[src/rtl/ifetch_pkg.sv]
// Shared types for the instruction fetch stage.
package ifetch_pkg;
    typedef enum logic {FETCH = 1'b0, HOLD = 1'b1} fetch_state_t;
    typedef logic [1:0] byte_idx_t;

    localparam logic [31:0] RESET_PC_DEF = 32'h0000_0000;

    typedef struct packed {
        logic [31:0] pc;
        logic [31:0] word;
    } fetch_word_t;
endpackage

[src/rtl/ifetch_word_asm.sv]
// Byte-lane assembly of one 32-bit word from four byte reads; tracks the
// byte counter and the single in-flight byte, pulses done on byte 3 data.
module ifetch_word_asm
    import ifetch_pkg::*;
(
    input  logic        clk,
    input  logic        rst,
    input  logic        en,
    input  logic        flush,
    input  logic        grant,
    input  logic [7:0]  din,
    output byte_idx_t   k,
    output logic        done,
    output logic [31:0] word_now,
    output logic [31:0] word_held
);
    logic [3:0][7:0] lanes;
    logic            pend_vld;
    byte_idx_t       pend_idx;

    always_ff @(posedge clk or posedge rst) begin
        if (rst) begin
            k        <= '0;
            pend_vld <= 1'b0;
            pend_idx <= '0;
        end else if (flush) begin
            k        <= '0;
            pend_vld <= 1'b0;
        end else if (en) begin
            pend_vld <= grant;
            if (grant) begin
                pend_idx <= k;
                k        <= k + 2'd1;
            end
        end
    end

    // Data for a granted byte shows up one active cycle later; flush drops it.
    for (genvar i = 0; i < 4; i++) begin : g_lane
        always_ff @(posedge clk or posedge rst) begin
            if (rst)
                lanes[i] <= '0;
            else if (en && !flush && pend_vld && pend_idx == byte_idx_t'(i))
                lanes[i] <= din;
        end
    end

    assign done      = en && !flush && pend_vld && (pend_idx == 2'd3);
    assign word_now  = {din, lanes[2], lanes[1], lanes[0]};
    assign word_held = lanes;
endmodule

[src/rtl/ifetch_unit.sv]
// Instruction fetch: byte-serial reads through the arbiter, word assembly,
// push into the instruction queue. Optional IFETCH_SKID_EN adds a skid entry.
module ifetch_unit
    import ifetch_pkg::*;
#(
    parameter logic [31:0] RESET_PC = RESET_PC_DEF
) (
    input  logic        clk_in,
    input  logic        rst_in,
    input  logic        rdy_in,
    input  logic        redirect,
    input  logic [31:0] redirect_pc,
    output logic        mem_rd,
    output logic [31:0] mem_addr,
    input  logic        mem_grant,
    input  logic [7:0]  mem_din,
    input  logic        queue_full,
    output logic        instr_valid,
    output logic [31:0] instr_out,
    output logic [31:0] instr_pc
);
    fetch_state_t state, state_nxt;
    logic         active;
    logic [31:0]  pc;
    byte_idx_t    k;
    logic         done;
    logic [31:0]  word_now, word_held;
    logic         grant, push, out_free, blocked;
    logic [31:0]  word_pc;
    fetch_word_t  out_r;

    // pc has already advanced past the word that is completing or held.
    assign word_pc  = pc - 32'd4;
    assign push     = rdy_in && instr_valid && !queue_full && !redirect;
    assign out_free = !instr_valid || push;
    assign grant    = rdy_in && mem_rd && mem_grant && !redirect;

`ifdef IFETCH_SKID_EN
    fetch_word_t skid_r;
    logic        skid_vld;
    assign blocked = instr_valid && skid_vld;
`else
    assign blocked = instr_valid;
`endif

    ifetch_word_asm u_asm (
        .clk       (clk_in),
        .rst       (rst_in),
        .en        (rdy_in),
        .flush     (redirect),
        .grant     (grant),
        .din       (mem_din),
        .k         (k),
        .done      (done),
        .word_now  (word_now),
        .word_held (word_held)
    );

    always_ff @(posedge clk_in or posedge rst_in) begin
        if (rst_in) state <= FETCH;
        else        state <= state_nxt;
    end

    always_comb begin
        state_nxt = state;
        if (redirect)
            state_nxt = FETCH;
        else if (rdy_in) begin
`ifdef IFETCH_SKID_EN
            if (state == FETCH && done && !out_free && skid_vld) state_nxt = HOLD;
            else if (state == HOLD && push)                      state_nxt = FETCH;
`else
            if (state == FETCH && done && !out_free)   state_nxt = HOLD;
            else if (state == HOLD && !instr_valid)    state_nxt = FETCH;
`endif
        end
    end

    // A new word is not started while there is nowhere for it to go.
    always_comb begin
        mem_rd   = active && (state == FETCH) && !(blocked && k == 2'd0);
        mem_addr = mem_rd ? pc + {30'd0, k} : 32'd0;
    end

    always_ff @(posedge clk_in or posedge rst_in) begin
        if (rst_in) begin
            active      <= 1'b0;
            pc          <= RESET_PC;
            instr_valid <= 1'b0;
            out_r       <= '0;
`ifdef IFETCH_SKID_EN
            skid_vld    <= 1'b0;
            skid_r      <= '0;
`endif
        end else begin
            active <= 1'b1;
            if (redirect) begin
                pc          <= redirect_pc;
                instr_valid <= 1'b0;
`ifdef IFETCH_SKID_EN
                skid_vld    <= 1'b0;
`endif
            end else if (rdy_in) begin
                if (grant && k == 2'd3)
                    pc <= pc + 32'd4;
`ifdef IFETCH_SKID_EN
                if (state == HOLD) begin
                    if (push) begin
                        out_r  <= skid_r;
                        skid_r <= '{pc: word_pc, word: word_held};
                    end
                end else if (done) begin
                    if (out_free) begin
                        instr_valid <= 1'b1;
                        if (skid_vld) begin
                            out_r  <= skid_r;
                            skid_r <= '{pc: word_pc, word: word_now};
                        end else
                            out_r  <= '{pc: word_pc, word: word_now};
                    end else if (!skid_vld) begin
                        skid_r   <= '{pc: word_pc, word: word_now};
                        skid_vld <= 1'b1;
                    end
                end else if (push) begin
                    if (skid_vld) begin
                        out_r    <= skid_r;
                        skid_vld <= 1'b0;
                    end else
                        instr_valid <= 1'b0;
                end
`else
                // Held word reloads only once the output has gone empty.
                if (state == HOLD && !instr_valid) begin
                    out_r       <= '{pc: word_pc, word: word_held};
                    instr_valid <= 1'b1;
                end else if (state == FETCH && done && out_free) begin
                    out_r       <= '{pc: word_pc, word: word_now};
                    instr_valid <= 1'b1;
                end else if (push)
                    instr_valid <= 1'b0;
`endif
            end
        end
    end

    assign instr_out = out_r.word;
    assign instr_pc  = out_r.pc;
endmodule

[config.mk]
export PLATFORM = sky130hd
export DESIGN_NAME = ifetch_unit
export DESIGN_NICKNAME = d
export VERILOG_FILES = /design/src/rtl/ifetch_pkg.sv /design/src/rtl/ifetch_word_asm.sv /design/src/rtl/ifetch_unit.sv
export SDC_FILE = /design/constraint.sdc
export NUM_CORES = 1
export LEC_CHECK = 0
export CAP_MARGIN = 20
export CORE_UTILIZATION = 60
export DETAILED_ROUTE_END_ITERATION = 8
export DONT_BUFFER_PORTS = 1
export GPL_TIMING_DRIVEN = 0
export PLACE_DENSITY_LB_ADDON = 0.2
export REMOVE_ABC_BUFFERS = 1
export SLEW_MARGIN = 20
export SYNTH_ARGS = -nofsm -noshare
export SYNTH_HDL_FRONTEND = slang
export SYNTH_SLANG_ARGS = --single-unit
[constraint.sdc]
create_clock -name clk_in -period 6 [get_ports clk_in]
set_input_delay 0.9 -clock clk_in [delete_from_list [all_inputs] [get_ports clk_in]]
set_output_delay 0.9 -clock clk_in [all_outputs]
set_load 0.05 [all_outputs]
==> Yosys cells after proc, flatten, opt, wreduce, memory -nomap -nowiden <==
Index checks and enable logic that the tools add are counted.
{ "word_totals": {"rom_bits": 0, "wordCells": 83, "memories": 0, "mem_bits_rw": 0, "latchBits": 0, "register_bits": 136} }
{ "classes": {"n_mul": 0, "addsub": 4, "n_div": 0, "eq_ne": 4, "bitwise": 2, "reduce_logical": 40, "muxes": 20, "shifts": 0, "order_cmp": 0} }
{ "ops": {"columns": ["op", "count"], "rows": [
  ["$mux 32", 4],
  ["$mux 64", 2],
  ["$add 32x2->32", 1],
  ["$add 32x3->32 const B", 1],
  ["$sub 32x3->32 const B", 1],
  ["$logic_and 1x1->1", 20],
  ["$mux 1", 11],
  ["$reduce_and 2->1", 4],
  ["$reduce_bool 2->1", 4],
  ["$eq 2x2->1 const B", 3],
  ["$mux 2", 3],
  ["$reduce_and 3->1", 2],
  ["$logic_not 1->1", 5],
  ["$logic_not 2->1", 2],
  ["$reduce_bool 4->1", 1],
  ["$reduce_bool 3->1", 1],
  ["$add 2x1->2 const B", 1],
  ["$eq 2x1->1 const B", 1],
  ["$not 1->1", 2],
  ["$logic_or 1x1->1", 1]
]} }

==> Depth between registers and ports, before layout <==
Gate-level depths: netlist of the first run.
{ "depth": {"ltp_word": 11, "depth_mapped": 9} }

==> Cells and area by module <==
From an unflattened synthesis of the first run, not the netlist that was laid out.
{ "hier_totals": {"hier_cells": 814, "hier_area_um2": 7583.5} }
{ "by_module_without_submodules": {"columns": ["module", "seq_area_each_um2", "area_per_inst_um2", "cells_per_inst", "n_inst"], "rows": [
  ["ifetch_unit", 2477.4, 5890.6, 692, 1],
  ["ifetch_word_asm", 925.9, 1692.9, 122, 1]
]} }

==> Least setup slack after synthesis of the first run <==
No wires, ideal clock.
{ "synth_timing": {"path_kind": "reg-to-output", "startpoint": "register u_asm.k[0]", "endpoint": "output mem_addr[26]", "arrival_ns": 2.494, "setup_slack_ns": 2.606, "n_path_buf": 0, "path_stages_with_launch": 8, "path_cell_list": "dfrtp_1 > ha_1 > fa_1 > nand4_1 > nor4_2 > nand3_1 > xor2_1 > nor2_1"} }
{ "synth_via": {"elab_chain_len": 5, "word_cells_on_any_way": 6} }
{ "synth_rtl": {"columns": ["element", "line_no", "rtl"], "rows": [
  ["from (decl)", "ifetch_word_asm.sv:12", "output byte_idx_t k,"],
  ["from (signal assigned)", "ifetch_word_asm.sv:33", "k <= k + 2'd1;"],
  ["branches (longest 4 deep; another with $add 32x2->32)", null, null],
  ["$mux 32 *", "ifetch_unit.sv:82", "mem_addr = mem_rd ? pc + {30'd0, k} : 32'd0;"],
  ["to (decl)", "ifetch_unit.sv:14", "output logic [31:0] mem_addr,"]
]} }
Mark *: on every way between the ends.

==> Worst setup path in the final report of the first run <==
{ "layout_timing": {"startpoint": "register u_asm.k[0]", "endpoint": "output mem_addr[18]"} }
The elaborated chain is that of the path after synthesis.

==> key figures, run 1 <==
Status
  – Status: finished with violations
  – Failing checks: design-rule violations

Routing
  – Via count: 5191
  – Wire length per cell: 18.8 µm
  – Routed wire length: 16.1 mm
  – DRC Markers: 10
  – Vias per cell: 6.09
  – 1st-pass router iterations: 8
  – DRT antenna net count: 0
  – Starting DRC count in detailed routing: 370

CTS
  – CTS root buffer: clkbuf_16
  – CTS Buf Count: 17
  – Setup bufs post-CTS: 0
  – Latest clock arrival within the worst-skew pair: 0.41 ns
  – Clock Sinks: 136
  – Hold-fix buffer count after cts: 0
  – H-tree depth: 4
  – # resized after CTS: 0
  – Clock Path Buffers: 2
  – CTS tree: built
  – Clock transition at path regs: 0.05 ns

Die
  – Core area: 11600 µm²
  – # IOs: 144
  – Row count: 39
  – Initial Utilization: 62.7%
  – Die Span Y: 112 µm
  – Die area: 12600 µm²
  – Die W: 112 µm

Logic synthesis
  – Post-synth EDFFs: 0
  – Synth Instances: 733
  – Top cell type's share of synthesized area: 46.8%
  – Commonest cells post-synth: dfrtp_1, nand2_1, mux2_2, o21ai_0, nor2_1
  – Synth Flop Type: dfrtp_1
  – Async S/R FF share, synth: 100%
  – Most common cell in the netlist: dfrtp_1
  – Average cell area after synthesis: 9.93 µm²
  – Ys Warns: 0
  – Synth Cell Area: 7280 µm²
  – Cell accounting for the most synthesized area: dfrtp_1
  – Distinct cell type count after synthesis: 52
  – Flop and latch count out of synthesis: 136
  – Register area share after synthesis: 46.8%
  – Synth top area cells: dfrtp_1, mux2_2, nand2_1

Critical path
  – Reg2reg start: pc[4]
  – Slowest stage cell, crit path: nor4_2
  – Crit path capture type: output port
  – FF-to-FF setup slack: 3.57 ns
  – Critical path class: reg -> out
  – CP Data Arrival Time: 3.44 ns
  – Critical Path, Cell by Cell: ha_1, fa_1, nand4_1, nor4_2, nand3_1, xor2_1, nor2_1
  – Req. time, crit path: 5.10 ns
  – Reg2reg end: pc[31]
  – Critical path launch point type: register
  – Critical path's largest stage delay: 0.78 ns
  – Worst reg2reg path depth: 5
  – Highest net fanout along the worst path: 8

Pwr
  – Power Density: 300 nW/µm²
  – Seq pwr share: 43.2%
  – Combinational share of power: 9.2%
  – Pleak: 3.33 nW
  – Switching Share: 25.1%
  – VDD IR-drop max: 0.172 mV
  – Clk network pwr share: 47.6%
  – Psw: 0.594 mW
  – Internal: 1.77 mW
  – Final Power: 2.37 mW

GRT
  – Total grt overflow: 0
  – Total Routing Usage GR: 27.0%
  – Initial antenna violation count: 0
  – Largest net degree at the start of global routing: 71
  – Vias in the first global route: 5126
  – First-pass GRT wire length: 26.5 mm

STA
  – Clock Skew: 0.00555 ns
  – Slew @ Worst Pin: 1.07 ns
  – F_max: 0.230 GHz
  – Tmin final: 4.34 ns
  – Final setup TNS: 0 ns
  – Final hold violation count: 0
  – Unrepaired setup endpoints after global routing: no
  – Fin crit share: 72.3%
  – Max-slew violations: 0
  – Final setup violation count: 0
  – Slew headroom: 28.6%
  – Final setup margin: 1.66 ns

Layout
  – Nets: 750
  – Area growth syn-to-layout: 8.66%
  – Fillers: 886
  – ANT cells: 0
  – Layout cells sized above 1: 16.8%
  – Post-route design area: 7910 µm²

Placed design
  – GP Congestion: 0.879
  – DP HPWL: 10.9 mm
  – Cell area after placement: 7250 µm²
  – Port bufs: 0
  – Post-place setup slack: 2.15 ns

Flow run
  – Max-capacitance violation count: 0

Worst hold path
  – Hold Crit Class: in -> async
## cells in the final DEF (no fill, tap or decap), types with 3 or more instances in the layout
cell / Yosys / routed
a21oi_1: 9 / 9
and3_1: 6 / 6
and4_1: 3 / 3
bufinv_16: 0 / 5
clkbuf_16: 0 / 17
clkinv_2: 0 / 4
clkinvlp_4: 0 / 3
dfrtp_1: 136 / 136
ha_1: 6 / 6
inv_1: 11 / 10
mux2_2: 60 / 60
mux2i_1: 10 / 10
nand2_1: 98 / 98
nand2b_1: 3 / 3
nand3_1: 28 / 27
nand3b_1: 3 / 3
nand4_1: 19 / 19
nand4b_1: 4 / 4
nor2_1: 51 / 51
nor2b_1: 5 / 4
nor3_1: 13 / 13
nor3_2: 3 / 3
nor4_1: 11 / 11
nor4_4: 4 / 4
o21ai_0: 60 / 60
o21ai_1: 9 / 9
or2_2: 4 / 4
or3_1: 3 / 3
or4_1: 4 / 4
xnor2_1: 40 / 40
xor2_1: 42 / 42
## flip-flops by register name, indices dropped and copies added, names as in the netlist
| name | count |
|---|---|
| u_asm.pend_idx | 2 |
| instr_valid | 1 |
| u_asm.pend_vld | 1 |
| state | 1 |
| instr_pc | 32 |
| u_asm.k | 2 |
| u_asm.word_held | 32 |
| pc | 32 |
| instr_out | 32 |
| active | 1 |
## cells by family (layout without fill, tap and decap cells)
kind of cell / after synthesis / in the layout / synth area share [%]
flip-flops: 136 / 136 / 46.8
adder cells (fa/ha/maj): 7 / 7 / 1.31
multiplexers: 70 / 70 / 10.7
buffers and inverters: 69 / 46 / 4.38
AO/OA/AOI/OAI: 90 / 90 / 6.69
AND/OR/NAND/NOR: 278 / 278 / 20.3
other: 1 / 1 / 0.0515
XOR/XNOR: 82 / 82 / 9.87
## worst max path at each step
| stage | start | endpoint | slack [ns] | depth (start not counted) |
|---|---|---|---|---|
| 3_3_place_gp | rst_in | pc[4] | 0.18 | 1 |
| 4_1_cts | u_asm.k[0] | mem_addr[18] | 1.68 | 7 |
| 3_5_place_dp | pc[0] | mem_addr[26] | 2.15 | 7 |
| 5_1_grt | u_asm.k[0] | mem_addr[26] | 1.44 | 7 |
| 6_report | u_asm.k[0] | mem_addr[18] | 1.66 | 7 |
| 2_1_floorplan | rst_in | active | 1.46 | 1 |
## critical path, delay by kind of cell, from the launching register on
kind / cells / cell delay, ns
xor+xnor: 1 / 0.18
simple gates: 4 / 1.90
fa+ha+maj: 2 / 0.57
flops: 1 / 0.38
## per-stage QoR
stage               hold slack, ns  util [%]  cells
floorplan                    0.475         -    675
global placement             0.483      61.8    818
detailed placement           0.490      62.4    820
CTS                          0.381      67.9    852
global route                 0.394      68.1    853
finish                       0.365      68.1    853
## metal layers
layer	share of wire [%]	track usage [%]	vias to the layer above	routed length [µm]
met2	50	44.9	209	7970
li1	-	-	2444	-
met5	0	0	-	0
met4	1.6	9.87	0	262
met3	7.3	7.07	25	1170
met1	41	34.0	2513	6660
## power groups by stage
stage               registers (mW)  clock network (mW)  logic, mW
floorplan                     1.02                   0      0.187
global placement              1.03                   0      0.209
detailed placement            1.04                   0      0.216
CTS                           1.02                1.14      0.219
global route                  1.03                1.18      0.240
finish                        1.02                1.13      0.218
## area by class of cell
type	instances	area, µm²	share of cell area, %
Clock inverter	13	201	2.55
Inverter	11	48.8	0.617
Tap cell	143	179	2.26
Multi-Input combinational cell	528	3570	45.2
Timing Repair Buffer	3	62.6	0.791
Clock buffer	19	443	5.60
Sequential cell	136	3400	43.0
No activity file was read; power rests on OpenSTA's default activity.
==> inputs of run 2 (changes only) <==
==> constraint.sdc (replaced) <==
create_clock -name clk_in -period 4.55 [get_ports clk_in]
set_input_delay 0.6825 -clock clk_in [delete_from_list [all_inputs] [get_ports clk_in]]
set_output_delay 0.6825 -clock clk_in [all_outputs]
set_load 0.05 [all_outputs]
==> results of run 2 <==
The final DEF is identical to that of run 1. Status: finished with violations: design-rule violations.
Main changes from that run: setup slack after placement 2.15 ns -> 0.913 ns; setup slack after layout 1.66 ns -> 0.428 ns; hold slack 0.365 ns -> 0.148 ns; register-to-register setup slack 3.57 ns -> 2.12 ns; total power 2.37 mW -> 3.12 mW; worst IR drop on VDD 0.172 mV -> 0.227 mV
==> inputs of run 3 (changes only) <==
--- a/config.mk
+++ b/config.mk
@@ -6,10 +6,11 @@
 export NUM_CORES = 1
 export LEC_CHECK = 0
 export CAP_MARGIN = 20
+export CORE_ASPECT_RATIO = 0.7
 export CORE_UTILIZATION = 60
+export CTS_CLUSTER_SIZE = 16
 export DETAILED_ROUTE_END_ITERATION = 8
 export DONT_BUFFER_PORTS = 1
-export GPL_TIMING_DRIVEN = 0
 export PLACE_DENSITY_LB_ADDON = 0.2
 export REMOVE_ABC_BUFFERS = 1
 export SLEW_MARGIN = 20
==> run 3 against run 2 <==
  * The flow now finishes without violations
  * Fmax grew 6.7%
  * Sequential share of layout area is 0.11 points lower
  * Clock power down 9%
  * Total power shrank 3.8%
  * Wire length grew 2.5%
  * Setup slack improved by 0.26 ns
  * Sequential power hardly changed
==> key figures, run 3 (synthesized netlist as in run 1, its figures left out) <==
Placed design
  – GP Congestion: 0.874
  – Port bufs: 0
  – Cell area after placement: 7300 µm²
  – DP HPWL: 11.2 mm

CTS
  – Latest clock arrival within the worst-skew pair: 0.42 ns
  – CTS root buffer: clkbuf_16
  – Setup bufs post-CTS: 0
  – H-tree depth: 4
  – CTS Buf Count: 17
  – Clock Path Buffers: 2
  – CTS tree: built
  – # resized after CTS: 0
  – Hold-fix buffer count after cts: 0
  – Clock Sinks: 136
  – Clock transition at path regs: 0.06 ns

Flow run
  – Max-capacitance violation count: 0

Layout
  – Fillers: 910
  – Nets: 761
  – Most common cell after layout, fill and taps aside: dfrtp_1
  – Post-route design area: 7930 µm²
  – ANT cells: 0
  – Area growth syn-to-layout: 8.94%
  – Layout cells sized above 1: 18.0%
  – Most frequent cells in the layout: dfrtp_1, nand2_1, o21ai_0, mux2_2, nor2_1

Routing
  – Wire length per cell: 18.8 µm
  – Routed wire length: 16.5 mm
  – Starting DRC count in detailed routing: 285
  – 1st-pass router iterations: 5
  – DRT antenna net count: 0
  – DRC Markers: 0
  – Vias per cell: 6.01
  – Via count: 5280

Critical path
  – Critical path class: reg -> out
  – Req. time, crit path: 3.87 ns
  – Worst reg2reg path depth: 5
  – Critical path launch point type: register
  – FF-to-FF setup slack: 2.14 ns
  – CP Data Arrival Time: 3.18 ns
  – Highest net fanout along the worst path: 8
  – Crit path capture type: output port
  – Reg2reg start: instr_valid
  – Reg2reg end: pc[24]

GRT
  – Vias in the first global route: 5109
  – First-pass GRT wire length: 26.6 mm
  – Initial antenna violation count: 0
  – Total Routing Usage GR: 27.5%
  – Largest net degree at the start of global routing: 106
  – Total grt overflow: 0

STA
  – Fin crit share: 84.9%
  – F_max: 0.259 GHz
  – Slew headroom: 24.9%
  – Final setup violation count: 0
  – Unrepaired setup endpoints after global routing: no
  – Max-slew violations: 0
  – Final setup TNS: 0 ns
  – Final hold violation count: 0
  – Slew @ Worst Pin: 1.12 ns
  – Tmin final: 3.86 ns
  – Clock Skew: 0.00809 ns

Pwr
  – VDD IR-drop max: 0.269 mV
  – Power Density: 379 nW/µm²
  – Pleak: 3.35 nW

Die
  – # IOs: 144
  – Row count: 33
  – Die area: 12600 µm²
  – Initial Utilization: 61.9%
  – Core area: 11800 µm²
  – Die W: 134 µm
  – Die Span Y: 94.2 µm

Status
  – Status: complete, no violations

Worst hold path
  – Hold Crit Class: in -> async
==> run 3: worst max path at each step <==
| stage | start | end | slack, ns |
|---|---|---|---|
| final | pc[0] | mem_addr[16] | 0.69 |
| after global routing | pc[0] | mem_addr[16] | 0.42 |
| after CTS | pc[0] | mem_addr[16] | 0.67 |
| after detailed placement | pc[0] | mem_addr[16] | 1.20 |
| after global placement | u_asm.k[0] | mem_addr[16] | 1.26 |
| after floorplan | rst_in | active | 0.23 |
==> run 3: stage by stage <==
step | utilization [%] | std cells | hold slack, ns | power [mW] | setup WS (ns)
finish | 67.4 | 878 | 0.334 | 3.01 | 0.687
global route | 67.4 | 878 | 0.326 | 3.12 | 0.419
global placement | 62.1 | 844 | 0.483 | 1.66 | 1.26
detailed placement | 62.1 | 844 | 0.496 | 1.67 | 1.20
floorplan | - | 675 | 0.475 | 1.59 | 0.228
CTS | 67.1 | 876 | 0.319 | 3.03 | 0.670
==> run 3: final cells by class <==
| cell class | count | area, µm² | area share (%) |
|---|---|---|---|
| Multi-Input combinational cell | 528 | 3570 | 45.0 |
| Inverter | 11 | 46.3 | 0.584 |
| Sequential cell | 136 | 3400 | 42.9 |
| Timing Repair Buffer | 14 | 125 | 1.58 |
| Clock buffer | 19 | 453 | 5.71 |
| Tap cell | 157 | 196 | 2.48 |
| Clock inverter | 13 | 136 | 1.72 |
==> run 3: worst max-delay path: stages, from the launching register on <==
cell and delay [ns]:
dfrtp_1 0.40, ha_1 0.26, fa_1 0.31, nand4_1 0.23
nor4_2 0.69, xnor2_1 0.17, nor2_1 0.70
==> run 3: metal layers <==
metal	vias up	track usage, %	share of wire, %
met5	-	0	0
met3	18	7.01	7.7
met1	2593	38.7	46
met4	0	9.47	1.2
li1	2478	-	-
met2	191	41.3	45
==> run 3: power by group <==
part           internal (mW)  switching [mW]  total [mW]
clock                  0.796           0.556        1.35
sequential              1.26          0.0904        1.35
combinational          0.104           0.199       0.303
